`src/rtl/expr_pkg.sv`:
```
// Shared constants for the expression serializer: FSM encoding,
// ASCII characters and operator codes.
package expr_pkg;

    // FSM state encoding
    localparam logic [1:0] ST_IDLE  = 2'd0;
    localparam logic [1:0] ST_DIGIT = 2'd1;
    localparam logic [1:0] ST_OP    = 2'd2;
    localparam logic [1:0] ST_DONE  = 2'd3;

    // ASCII characters emitted on the byte stream
    localparam logic [7:0] CH_ZERO = 8'h30;
    localparam logic [7:0] CH_PLUS = 8'h2B;
    localparam logic [7:0] CH_MUL  = 8'h2A;

    // Operator codes carried on the ops bus
    localparam logic OP_PLUS = 1'b0;
    localparam logic OP_MUL  = 1'b1;

endpackage

```
`src/rtl/expr_char_enc.sv`:
```
// Combinational mapping from a digit or operator code to its ASCII byte.
module expr_char_enc
    import expr_pkg::*;
(
    input  logic       is_op,
    input  logic [3:0] code,
    output logic [7:0] ch
);

    // Operators use only code[0]; digits are offset from ASCII '0'
    always_comb begin
        ch = CH_ZERO + {4'h0, code};
        if (is_op) begin
            ch = (code[0] == OP_MUL) ? CH_MUL : CH_PLUS;
        end
    end

endmodule

```
`src/rtl/expr_tx.sv`:
```
// Serializer emitting "d op d op ... d" ASCII expressions, one byte per
// valid/ready transfer, from a latched operand/operator descriptor.
module expr_tx
    import expr_pkg::*;
#(
    parameter int unsigned MAX_TERMS = 4
) (
    input  logic                     clk,
    input  logic                     clr,
    input  logic                     start,
    input  logic [3:0]               nterms,
    input  logic [4*MAX_TERMS-1:0]   digits,
    input  logic [MAX_TERMS-2:0]     ops,
    input  logic                     ready,
    output logic [7:0]               out,
    output logic                     valid,
    output logic                     busy,
    output logic                     done,
    output logic                     err
);

    logic [1:0]             state_q, state_d;
    logic [3:0]             idx_q, idx_d;
    logic [3:0]             nterms_q, nterms_d;
    logic [4*MAX_TERMS-1:0] digits_q, digits_d;
    logic [MAX_TERMS-2:0]   ops_q, ops_d;
    logic [7:0]             out_q, out_d;
    logic                   valid_q, valid_d;
    logic                   busy_q, busy_d;
    logic                   done_q, done_d;
    logic                   err_q, err_d;

    logic                   start_ok;
    logic [3:0]             sel_digit;
    logic                   sel_op;
    logic                   enc_is_op;
    logic [3:0]             enc_code;
    logic [7:0]             enc_ch;

    // Validate the descriptor being latched this cycle
    always_comb begin
        start_ok = (nterms != 4'd0) && (nterms <= 4'(MAX_TERMS));
        for (int unsigned k = 0; k < MAX_TERMS; k++) begin
            if ((4'(k) < nterms) && (digits[4*k +: 4] > 4'd9)) begin
                start_ok = 1'b0;
            end
        end
    end

    // FSM next state, operand index and descriptor latch
    always_comb begin
        state_d  = state_q;
        idx_d    = idx_q;
        nterms_d = nterms_q;
        digits_d = digits_q;
        ops_d    = ops_q;
        err_d    = 1'b0;
        case (state_q)
            ST_IDLE: begin
                if (start) begin
                    nterms_d = nterms;
                    digits_d = digits;
                    ops_d    = ops;
                    if (start_ok) begin
                        state_d = ST_DIGIT;
                        idx_d   = 4'd0;
                    end else begin
                        err_d = 1'b1;
                    end
                end
            end
            ST_DIGIT: begin
                if (ready) begin
                    state_d = (idx_q == nterms_q - 4'd1) ? ST_DONE : ST_OP;
                end
            end
            ST_OP: begin
                if (ready) begin
                    idx_d   = idx_q + 4'd1;
                    state_d = ST_DIGIT;
                end
            end
            ST_DONE: state_d = ST_IDLE;
            default: state_d = ST_IDLE;
        endcase
    end

    // Outputs are computed from the next state so they can be registered
    // without adding a cycle of latency.
    always_comb begin
        sel_digit = 4'd0;
        sel_op    = OP_PLUS;
        for (int unsigned k = 0; k < MAX_TERMS; k++) begin
            if (idx_d == 4'(k)) sel_digit = digits_d[4*k +: 4];
        end
        for (int unsigned k = 0; k < MAX_TERMS - 1; k++) begin
            if (idx_d == 4'(k)) sel_op = ops_d[k];
        end
        enc_is_op = (state_d == ST_OP);
        enc_code  = enc_is_op ? {3'b000, sel_op} : sel_digit;
    end

    expr_char_enc u_enc (
        .is_op (enc_is_op),
        .code  (enc_code),
        .ch    (enc_ch)
    );

    // Registered output values
    always_comb begin
        valid_d = (state_d == ST_DIGIT) || (state_d == ST_OP);
        out_d   = valid_d ? enc_ch : 8'h00;
        busy_d  = (state_d != ST_IDLE);
        done_d  = (state_d == ST_DONE);
    end

    // State and output registers, asynchronously cleared
    always_ff @(posedge clk or posedge clr) begin
        if (clr) begin
            state_q  <= ST_IDLE;
            idx_q    <= '0;
            nterms_q <= '0;
            digits_q <= '0;
            ops_q    <= '0;
            out_q    <= '0;
            valid_q  <= 1'b0;
            busy_q   <= 1'b0;
            done_q   <= 1'b0;
            err_q    <= 1'b0;
        end else begin
            state_q  <= state_d;
            idx_q    <= idx_d;
            nterms_q <= nterms_d;
            digits_q <= digits_d;
            ops_q    <= ops_d;
            out_q    <= out_d;
            valid_q  <= valid_d;
            busy_q   <= busy_d;
            done_q   <= done_d;
            err_q    <= err_d;
        end
    end

    assign out   = out_q;
    assign valid = valid_q;
    assign busy  = busy_q;
    assign done  = done_q;
    assign err   = err_q;

endmodule
```
`config.mk`:
```
export PLATFORM = sky130hd
export DESIGN_NAME = expr_tx
export DESIGN_NICKNAME = d
export VERILOG_FILES = /design/src/rtl/expr_pkg.sv /design/src/rtl/expr_char_enc.sv /design/src/rtl/expr_tx.sv
export SDC_FILE = /design/constraint.sdc
export NUM_CORES = 1
export LEC_CHECK = 0
export CORE_ASPECT_RATIO = 0.8
export CORE_MARGIN = 10
export CORE_UTILIZATION = 52
export CTS_CLUSTER_DIAMETER = 40
export CTS_CLUSTER_SIZE = 8
export DETAILED_ROUTE_END_ITERATION = 12
export PLACE_DENSITY_LB_ADDON = 0.1
export SLEW_MARGIN = 20
export SYNTH_ARGS = -nofsm -noshare
export SYNTH_HDL_FRONTEND = slang
export SYNTH_SLANG_ARGS = --single-unit
```
`constraint.sdc`:
```
create_clock -name clk -period 3.8 [get_ports clk]
set_input_delay 0.95 -clock clk [delete_from_list [all_inputs] [get_ports clk]]
set_output_delay 0.95 -clock clk [all_outputs]
set_load 0.01 [all_outputs]
```
==> metrics.txt, run 1 <==
dominant cells by area after synthesis dfrtp_1 (45%), mux2_2 (9.1%), ha_1 (3.6%), nand3_1 (3.1%), xnor2_1 (2.9%); CP max FO 7; Post-CTS Hold Buffers 0; CTS tree done; Async SR Flop Fraction 100.0%; GRT Total Usage 14.27%; synth warn 0; initial antenna violation count 0; Die Wd 91.13 um; Data arrival, critical path 3.47 ns; Filler cells 328; FF+latch area 950.9 um2; MaxCap Viol Count 0; drt via density 5.638; share of cells above drive strength 1 18.30%; Die Area 7008 um2; min Tclk post-route 3.249 ns; top cell type's share of synthesized area 45.18%; drt first pass iters 4; Pwr per Cell Area 718.3 nW/um2; reg2reg end out[1]; endpoint type of the worst setup path register; unrepaired setup endpoints after global routing false; vias in the first global route 1685; Antenna Cells 0; WL final 4885 um; top_reg_cell synth dfrtp_1; Starting DRT DRC Count 122; syn_area_per_cell 10.79 um2; area growth from synthesis to layout 24.61%; via count 1635; Yosys reg bits 38; WL per Instance 16.84 um; Core ar. 3854 um2; VDD IR-drop max 0.0003709 V; Post-DP HPWL 3735 um; Finished Core Util 68.05%; Reg2Reg Depth 11; Static Leak 0.001118 uW; worst slew pin tran 0.5722 ns; Max-slew headroom 61.85%; Final setup viols 0; # placed instances 282; setup TNS 0 ns; Max Slew Vio Count 0; worst-skew pair later-pin latency 0.29 ns; Synth Instances 195; R2R Path Start nterms_q[0]; largest net degree at the start of global routing 39; Tightest Hold Check Type register to register; Longest Clk Path Bufs 2; Routed Antenna Nets 0; flop2flop setup slack 1.21 ns; global route overflow 0; CP endpoint out[1]; drt drc 0; final hold violation count 0; total CTS buffers 5; WP data required 4.02 ns; Cell Area, Synth 2105 um2; CTS Root Cell clkbuf_8; clock sink count 38; Initial Utilization 54.61%; largest area contributor in the netlist dfrtp_1; IO Count 39; setup bufs post-CTS 0; Setup Crit Path Kind input pin to register; Layout Skew 0.008520 ns; number of enable flip-flop cells after synthesis 0; Final Cycle Share 85.51%; Area after DPL 2531 um2; FP Rows 20; H-tree depth 2; Clk pin slew, worst setup/hold paths 0.07 ns; Startpoint Class input pin; Finished Layout Cells 290; status finished, final reports clean; sequential share of the synthesized area 45.18%; port buffer count 36; Critical Path Source digits[10]; first-pass GRT wire length 8390 um; synth unique cells 54; post-CTS sizing 0; fin area 2623 um2; nets@finish 267; fmax 0.3078 GHz; routability congestion estimate 0.8494; die height 76.90 um; multi-input logic area 1049 um2
[worst min-delay path by stage]
stage,startpoint,endpoint,cells after the start
3_3_place_gp,digits_q[7],digits_q[7],2
4_1_cts,digits_q[7],digits_q[7],2
2_1_floorplan,digits_q[5],digits_q[5],2
5_1_grt,digits_q[7],digits_q[7],2
3_5_place_dp,digits_q[7],digits_q[7],2
6_report,digits_q[7],digits_q[7],2
[state kept, by name, summed over array words and instances, names as in the netlist]
register / count
err: 1
busy: 1
state_q: 2
idx_q: 4
nterms_q: 4
done: 1
digits_q: 16
ops_q: 3
out: 6
[Yosys cell counts, drive strengths merged, types with 3 or more instances]
master / instances
a211oi: 4
a21oi: 3
a2bb2oi: 3
buf: 8
dfrtp: 38
ha: 6
inv: 14
mux2: 18
mux2i: 6
nand2: 15
nand2b: 3
nand3: 13
nor2: 6
o2111ai: 3
o211ai: 4
o21ai: 11
xnor2: 7
[where the power goes]
group	switching, uW	total (uW)	internal, uW
combinational	457	912	455
sequential	111	688	577
clock	138	284	146
[worst max-delay path: stages]
cell and delay (ns):
clkdlybuf4s50_1 0.42, o21ai_1 0.23, o2111ai_1 0.23, a211oi_4 0.34
nand2_4 0.12, and3_2 0.21, ha_1 0.33, nand4b_1 0.10
o32a_1 0.32, a2bb2oi_1 0.14, nand3_1 0.07
[per-layer routing]
metal / share of wire (%) / up-vias / track usage, %
li1: - / 771 / -
met1: 46 / 796 / 18.88
met2: 46 / 64 / 21.93
met3: 7.8 / 4 / 5.058
met4: 0.31 / 0 / 2.813
met5: 0 / - / 0
[layout by cell type, fill, tap and decap left out, types with 4 or more instances in the layout]
master and n:
nor2_1 6, mux2_2 17, xnor2_1 7, clkdlybuf4s50_1 36
inv_1 14, nand2_1 13, dfrtp_1 38, mux2i_1 6
buf_4 4, ha_1 6, nand3_1 13, o211ai_1 4
clkbuf_8 6, o21ai_0 9
[cell families (layout without fill, tap and decap cells)]
logic type,count (synthesis),after routing,share of synthesized area [%]
AOI/OAI and AO/OA,42,42,16.05
xor gates and xnor gates,8,8,3.330
adders and majority gates,6,6,3.567
buffers and inverters,24,63,5.470
DFF,38,38,45.18
muxes,24,24,12.66
other,1,2,0.1782
and+or+nand+nor,52,52,13.56
[area by class of cell]
type | instances | share of cell area (%)
Inverter | 14 | 2.004
Clock buffer | 7 | 3.292
Tap cell | 55 | 2.624
Sequential cell | 38 | 36.26
Clock inverter | 1 | 0.1908
Timing Repair Buffer | 41 | 15.65
Multi-Input combinational cell | 134 | 39.98
[per-stage QoR]
| stage | power, uW | hold WS (ns) | setup WS [ns] |
|---|---|---|---|
| after floorplan | 1324 | 0.4471 | 0.5910 |
| after global placement | 1578 | 0.4795 | 0.3268 |
| after detailed placement | 1604 | 0.4693 | 0.2598 |
| after CTS | 1893 | 0.4927 | 0.5447 |
| after global routing | 2022 | 0.5082 | 0.4199 |
| final | 1884 | 0.4920 | 0.5506 |
No activity file was read; power rests on OpenSTA's default activity.
==> inputs of run 2 (changes only) <==
--- a/config.mk
+++ b/config.mk
@@ -7,7 +7,7 @@
 export LEC_CHECK = 0
 export CORE_ASPECT_RATIO = 0.8
 export CORE_MARGIN = 10
-export CORE_UTILIZATION = 52
+export CORE_UTILIZATION = 25
 export CTS_CLUSTER_DIAMETER = 40
 export CTS_CLUSTER_SIZE = 8
 export DETAILED_ROUTE_END_ITERATION = 12
==> run 2 against run 1 <==
Critical path depth unchanged; sequential cell count unchanged; via count is 3.7% lower; first-iteration DRC count fell by 48%; wire length rose by 18%; clock power grew 23%; count of clock-buffer cells in the layout stayed put; non-clock buffer count up 4; worst setup slack better by 0.0097 ns; largest cell class unchanged; highest routed layer unchanged.
==> metrics.txt, run 2 (same netlist as run 1, synthesis figures left out) <==
status finished, final reports clean (unchanged); setup TNS 0 ns (unchanged); Initial Utilization 26.13% (was 54.61%); Starting DRT DRC Count 63 (was 122); drt via density 4.536 (was 5.638); share of cells above drive strength 1 19.25% (was 18.30%); routability congestion estimate 0.7585 (was 0.8494); vias in the first global route 1659 (was 1685); WP data required 4.03 ns (was 4.02 ns); Sw Ratio 37.56% (was 37.45%); Post-CTS Hold Buffers 0 (unchanged); endpoint type of the worst setup path register (unchanged); worst-skew pair later-pin latency 0.29 ns (about the same); IO Count 39 (unchanged); Tightest Hold Check Type register to register (unchanged); Pint 1231 uW (was 1178 uW); largest net degree at the start of global routing 39 (unchanged); Clk pin slew, worst setup/hold paths 0.08 ns (was 0.07 ns); first-pass GRT wire length 9466 um (was 8390 um); WL per Instance 16.57 um (was 16.84 um); WL final 5749 um (was 4885 um); Layout Skew 0.01031 ns (was 0.008520 ns); Final setup viols 0 (unchanged); final hold violation count 0 (unchanged); commonest non-fill, non-tap cell in the layout dfrtp_1 (unchanged); Data arrival, critical path 3.47 ns (about the same); Final WS setup 0.5604 ns (was 0.5506 ns); H-tree depth 2 (unchanged); P_sw 740.6 uW (was 705.6 uW); via count 1574 (was 1635); CP max FO 4 (was 7); Core ar. 8055 um2 (was 3854 um2); largest register by flop count digits_q (unchanged); max reg flops 16 (unchanged); # placed instances 339 (was 282); die height 102.1 um (was 76.90 um); Antenna Cells 0 (unchanged); drt first pass iters 4 (unchanged); critical-path cell list clkdlybuf4s50_1 -> o21ai_1 -> o2111ai_1 -> a211oi_4 -> nand2_4 -> and3_2 -> ha_1 -> nand4b_1 -> o32a_1 -> a2bb2oi_1 -> nand3_1 (unchanged); global route overflow 0 (unchanged); clock group share of total power 17.8% (was 15.1%); clock sink count 38 (unchanged); fmax 0.3087 GHz (was 0.3078 GHz); Longest Clk Path Bufs 2 (unchanged); CP max stage delay 0.42 ns (about the same); Pwr per Cell Area 724.5 nW/um2 (was 718.3 nW/um2); drt drc 0 (unchanged); Finished Layout Cells 347 (was 290); setup bufs post-CTS 0 (unchanged); unrepaired setup endpoints after global routing false (unchanged); post-CTS sizing 0 (unchanged); initial antenna violation count 0 (unchanged); worst slew pin tran 0.6389 ns (was 0.5722 ns); Max-slew headroom 56.31% (was 61.85%); final hold slack 0.5021 ns (was 0.4920 ns); register share of total power 34.7% (was 36.5%); GRT Total Usage 9.718% (was 14.27%); Total Power 1972 uW (was 1884 uW); Die Wd 122.6 um (was 91.13 um); Setup Crit Path Kind input pin to register (unchanged); Static Leak 0.001137 uW (was 0.001118 uW); Routed Antenna Nets 0 (unchanged); min Tclk post-route 3.240 ns (was 3.249 ns); slowest cell on the critical path clkdlybuf4s50_1 (unchanged); total CTS buffers 5 (unchanged); FP Rows 29 (was 20); port buffer count 36 (unchanged); CTS Root Cell clkbuf_8 (unchanged); Post-DP HPWL 4407 um (was 3735 um); VDD IR-drop max 0.0002612 V (was 0.0003709 V); area growth from synthesis to layout 29.31% (was 24.61%); Startpoint Class input pin (unchanged); Final Cycle Share 85.25% (was 85.51%); Gate power share 47.5% (was 48.4%); nets@finish 271 (was 267); commonest non-fill, non-tap cells in the layout dfrtp_1 (38), clkdlybuf4s50_1 (36), mux2_2 (17), inv_1 (14) (unchanged); MaxCap Viol Count 0 (unchanged); CTS tree done (unchanged); Die Area 12510 um2 (was 7008 um2); Max Slew Vio Count 0 (unchanged); Place WS 0.2088 ns (was 0.2598 ns)
run 2: cell types whose count changed in the layout (fill, tap and decap cells not counted):
cell / before / now
buf_12: 1 / 0
buf_4: 4 / 9
bufinv_16: 0 / 1
clkbuf_1: 1 / 2
clkbuf_8: 6 / 5
clkinv_2: 1 / 0
run 2: area by class of cell:
| type | instances | area (um2) |
|---|---|---|
| Inverter | 14 | 52.55 |
| Fill cell | 863 | 5334 |
| Clock buffer | 7 | 76.32 |
| Timing Repair Buffer | 45 | 427.9 |
| Clock inverter | 1 | 30.03 |
| Multi-Input combinational cell | 134 | 1049 |
| Sequential cell | 38 | 950.9 |
| Tap cell | 108 | 135.1 |
run 2: critical path, delay by kind of cell:
family / cells / cell delay, ns
AO/OA/AOI/OAI: 5 / 1.32
adder cells (fa/ha/maj): 1 / 0.34
buffers and inverters: 1 / 0.42
AND/OR/NAND/NOR: 4 / 0.43
run 2: metal layers:
metal,GRT usage [%],up-vias,routed length (um)
met5,0,-,0
met4,2.170,0,24
met3,3.196,2,355
met2,12.85,41,2296
met1,14.60,745,3073
li1,-,786,-
run 2: power by group through the flow:
| stage | sequential [uW] | combinational, uW | clock, uW |
|---|---|---|---|
| 3_5_place_dp | 696 | 944 | 0 |
| 5_1_grt | 712 | 1040 | 378 |
| 4_1_cts | 687 | 951 | 362 |
| 6_report | 684 | 937 | 350 |
| 2_1_floorplan | 656 | 668 | 0 |
| 3_3_place_gp | 696 | 945 | 0 |
run 2: stage by stage:
stage	cell area (um2)	util (%)
final	2721	33.78
after global routing	2721	33.78
after floorplan	2108	-
after global placement	2615	32.46
after CTS	2721	33.78
after detailed placement	2615	32.46
run 2: path summary, 6_finish.rpt:
check                              from           end  slack, ns  cells after the start
min reg2reg                digits_q[14]  digits_q[14]       0.50                      2
max in group asynchronous           clr   nterms_q[3]       2.35                      3
max                          digits[10]        out[3]       0.56                     11
min                        digits_q[14]  digits_q[14]       0.50                      2
max reg2reg                 nterms_q[0]        out[3]       1.23                     11
min in group asynchronous           clr   digits_q[5]       1.07                      3
==> inputs of run 3 (changes only) <==
--- a/config.mk
+++ b/config.mk
@@ -15,4 +15,5 @@
 export SLEW_MARGIN = 20
 export SYNTH_ARGS = -nofsm -noshare
 export SYNTH_HDL_FRONTEND = slang
+export SYNTH_HIERARCHICAL = 1
 export SYNTH_SLANG_ARGS = --single-unit
==> run 3 against run 2 <==
Combinational power grew 7%; critical path depth grew 1; via count shrank 12%; cell count shrank 6.1%; synthesized cell count shrank 11%; sequential power grew 4.7%; worst setup slack lost 0.086 ns; register-to-register slack lost 0.12 ns; hold slack gained 0.0011 ns; clock power grew 3%.
==> metrics.txt, run 3 <==
Filler cells 825 (was 863); clock sink count 41 (was 38); syn_area_per_cell 11.86 um2 (was 10.79 um2); share of cells above drive strength 1 18.81% (was 19.25%); max reg flops 16 (unchanged); Clk pin slew, worst setup/hold paths 0.08 ns (about the same); largest net degree at the start of global routing 42 (was 39); Data arrival, critical path 3.52 ns (was 3.47 ns); Starting DRT DRC Count 59 (was 63); Final Cycle Share 87.51% (was 85.25%); top_reg_cell synth dfrtp_1 (unchanged); Core ar. 7983 um2 (was 8055 um2); dominant cells by area after synthesis dfrtp_1 (50%), mux2_2 (11%), mux2i_1 (5.3%), and2_1 (3.6%), ha_1 (3.0%) (was dfrtp_1 (45%), mux2_2 (9.1%), ha_1 (3.6%), nand3_1 (3.1%), xnor2_1 (2.9%)); via count 1384 (was 1574); Layout Skew 0.007155 ns (was 0.01031 ns); Async SR Flop Fraction 100.0% (unchanged); Total Power 2075 uW (was 1972 uW); Post-CTS Hold Buffers 0 (unchanged); fin area 2698 um2 (was 2721 um2); synth unique cells 43 (was 54); Pwr per Cell Area 769.2 nW/um2 (was 724.5 nW/um2); CP max FO 4 (unchanged); commonest cells in the netlist dfrtp_1 (41), mux2_2 (21), and2_1 (12) (was dfrtp_1 (38), mux2_2 (17), inv_1 (14)); vias in the first global route 1558 (was 1659); # placed instances 318 (was 339); largest register by flop count digits_q (unchanged); multi-input logic area 960.9 um2 (was 1049 um2); FF+latch area 1026 um2 (was 950.9 um2); synth warn 6 (was 0); Max-slew headroom 64.98% (was 56.31%); CTS Root Cell clkbuf_8 (unchanged); global route overflow 0 (unchanged); drt via density 4.245 (was 4.536); top cell type's share of synthesized area 49.70% (was 45.18%); nets@finish 249 (was 271); GRT Total Usage 8.265% (was 9.718%); unrepaired setup endpoints after global routing false (unchanged); Cell Area, Synth 2064 um2 (was 2105 um2); leading cell type by number of instances after synthesis dfrtp_1 (unchanged); setup bufs post-CTS 0 (unchanged); Routed Antenna Nets 0 (unchanged); Antenna Cells 0 (unchanged); Setup Crit Path Kind input pin to register (unchanged); min Tclk post-route 3.325 ns (was 3.240 ns); routability congestion estimate 0.6980 (was 0.7585); setup TNS 0 ns (unchanged); Startpoint Class input pin (unchanged); Yosys reg bits 41 (was 38); Longest Clk Path Bufs 2 (unchanged); Final setup viols 0 (unchanged); status finished, final reports clean (unchanged); FP Rows 29 (unchanged); total CTS buffers 5 (unchanged); Die Area 12320 um2 (was 12510 um2); Post-DP HPWL 3641 um (was 4407 um); initial antenna violation count 0 (unchanged); final hold violation count 0 (unchanged); area growth from synthesis to layout 30.67% (was 29.31%); first-pass GRT wire length 8107 um (was 9466 um); Area after DPL 2586 um2 (was 2615 um2); Finished Core Util 33.79% (was 33.78%); drt drc 0 (unchanged); worst-skew pair later-pin latency 0.29 ns (about the same); CTS tree done (unchanged); Static Leak 0.001133 uW (was 0.001137 uW); commonest non-fill, non-tap cells in the layout dfrtp_1 (41), clkdlybuf4s50_1 (38), mux2_2 (21), and2_1 (12), mux2i_1 (11) (was dfrtp_1 (38), clkdlybuf4s50_1 (36), mux2_2 (17), inv_1 (14)); commonest non-fill, non-tap cell in the layout dfrtp_1 (unchanged); Tightest Hold Check Type register to register (unchanged); WL per Instance 14.75 um (was 16.57 um); Finished Layout Cells 326 (was 347); worst slew pin tran 0.5253 ns (was 0.6389 ns); Max Slew Vio Count 0 (unchanged); number of enable flip-flop cells after synthesis 0 (unchanged); port buffer count 38 (was 36); Die Wd 121.6 um (was 122.6 um); post-CTS sizing 0 (unchanged); MaxCap Viol Count 0 (unchanged); WP data required 3.99 ns (was 4.03 ns); endpoint type of the worst setup path register (unchanged); IO Count 39 (unchanged); die height 101.3 um (was 102.1 um); largest area contributor in the netlist dfrtp_1 (unchanged); Initial Utilization 25.86% (was 26.13%); fmax 0.3007 GHz (was 0.3087 GHz); sequential share of the synthesized area 49.70% (was 45.18%); VDD IR-drop max 0.0002719 V (was 0.0002612 V); WL final 4808 um (was 5749 um); H-tree depth 2 (unchanged); Synth Instances 174 (was 195); drt first pass iters 4 (unchanged)
run 3: cell count changes after synthesis, sizes merged, moves of 4 or more:
cell,delta
and2,+11
inv,-7
a211oi,-4
nand2,-7
xnor2,-5
mux2i,+5
nand3,-6
run 3: critical path, cell delays in order:
cell and delay [ns]:
clkdlybuf4s50_1 0.43, o211a_1 0.24, or3_4 0.34, a21oi_4 0.20, nand3_1 0.12, and3_1 0.20
ha_1 0.23, nor4_1 0.27, a311oi_1 0.10, o221a_1 0.16, xor2_1 0.13, and2_1 0.13
run 3: final timing paths:
check | startpoint | to | slack (ns) | cells after the start
max | digits[6] | out[0] | 0.47 | 12
min in group asynchronous | clr | digits_q[14] | 1.08 | 3
max reg2reg | nterms_q[0] | out[0] | 1.11 | 14
min | digits_q[1] | digits_q[1] | 0.50 | 1
min reg2reg | digits_q[1] | digits_q[1] | 0.50 | 1
max in group asynchronous | clr | done | 2.36 | 3
run 3: power breakdown:
group          switching [uW]  internal (uW)  leakage (uW)
combinational             460            540      0.000568
clock                     161            197     0.0000554
sequential               90.7            625      0.000510
run 3: cell families (layout without fill, tap and decap cells):
kind of cell	after synthesis	count (layout)	synth area share [%]
xor gates and xnor gates	6	6	2.545
and+or+nand+nor	46	46	12.49
buffers and inverters	16	59	4.182
muxes	32	32	16.79
DFF	41	41	49.70
AOI/OAI and AO/OA	26	26	10.91
adders and majority gates	5	5	3.030
other	2	3	0.3638
run 3: per-layer routing:
layer | vias up | part of all wire [%] | global-route usage [%]
met1 | 661 | 49 | 10.86
met2 | 24 | 44 | 12.05
li1 | 693 | - | -
met5 | - | 0 | 0
met3 | 6 | 6.5 | 3.669
met4 | 0 | 0.71 | 2.196
run 3: cell type report:
| class | count | share of cell area [%] |
|---|---|---|
| well taps | 108 | 5.009 |
| inverters | 7 | 0.9740 |
| repair buffers | 44 | 16.23 |
| clock buffers | 6 | 2.690 |
| multi-input cells | 118 | 35.62 |
| flip-flops and latches | 41 | 38.03 |
| clock inverters | 2 | 1.438 |
run 3: metrics by stage:
| step | hold slack [ns] | setup WS, ns |
|---|---|---|
| 2_1_floorplan | 0.4715 | 0.6076 |
| 4_1_cts | 0.5074 | 0.4761 |
| 3_5_place_dp | 0.4865 | 0.1688 |
| 3_3_place_gp | 0.4807 | 0.1889 |
| 6_report | 0.5032 | 0.4746 |
| 5_1_grt | 0.5222 | 0.3633 |
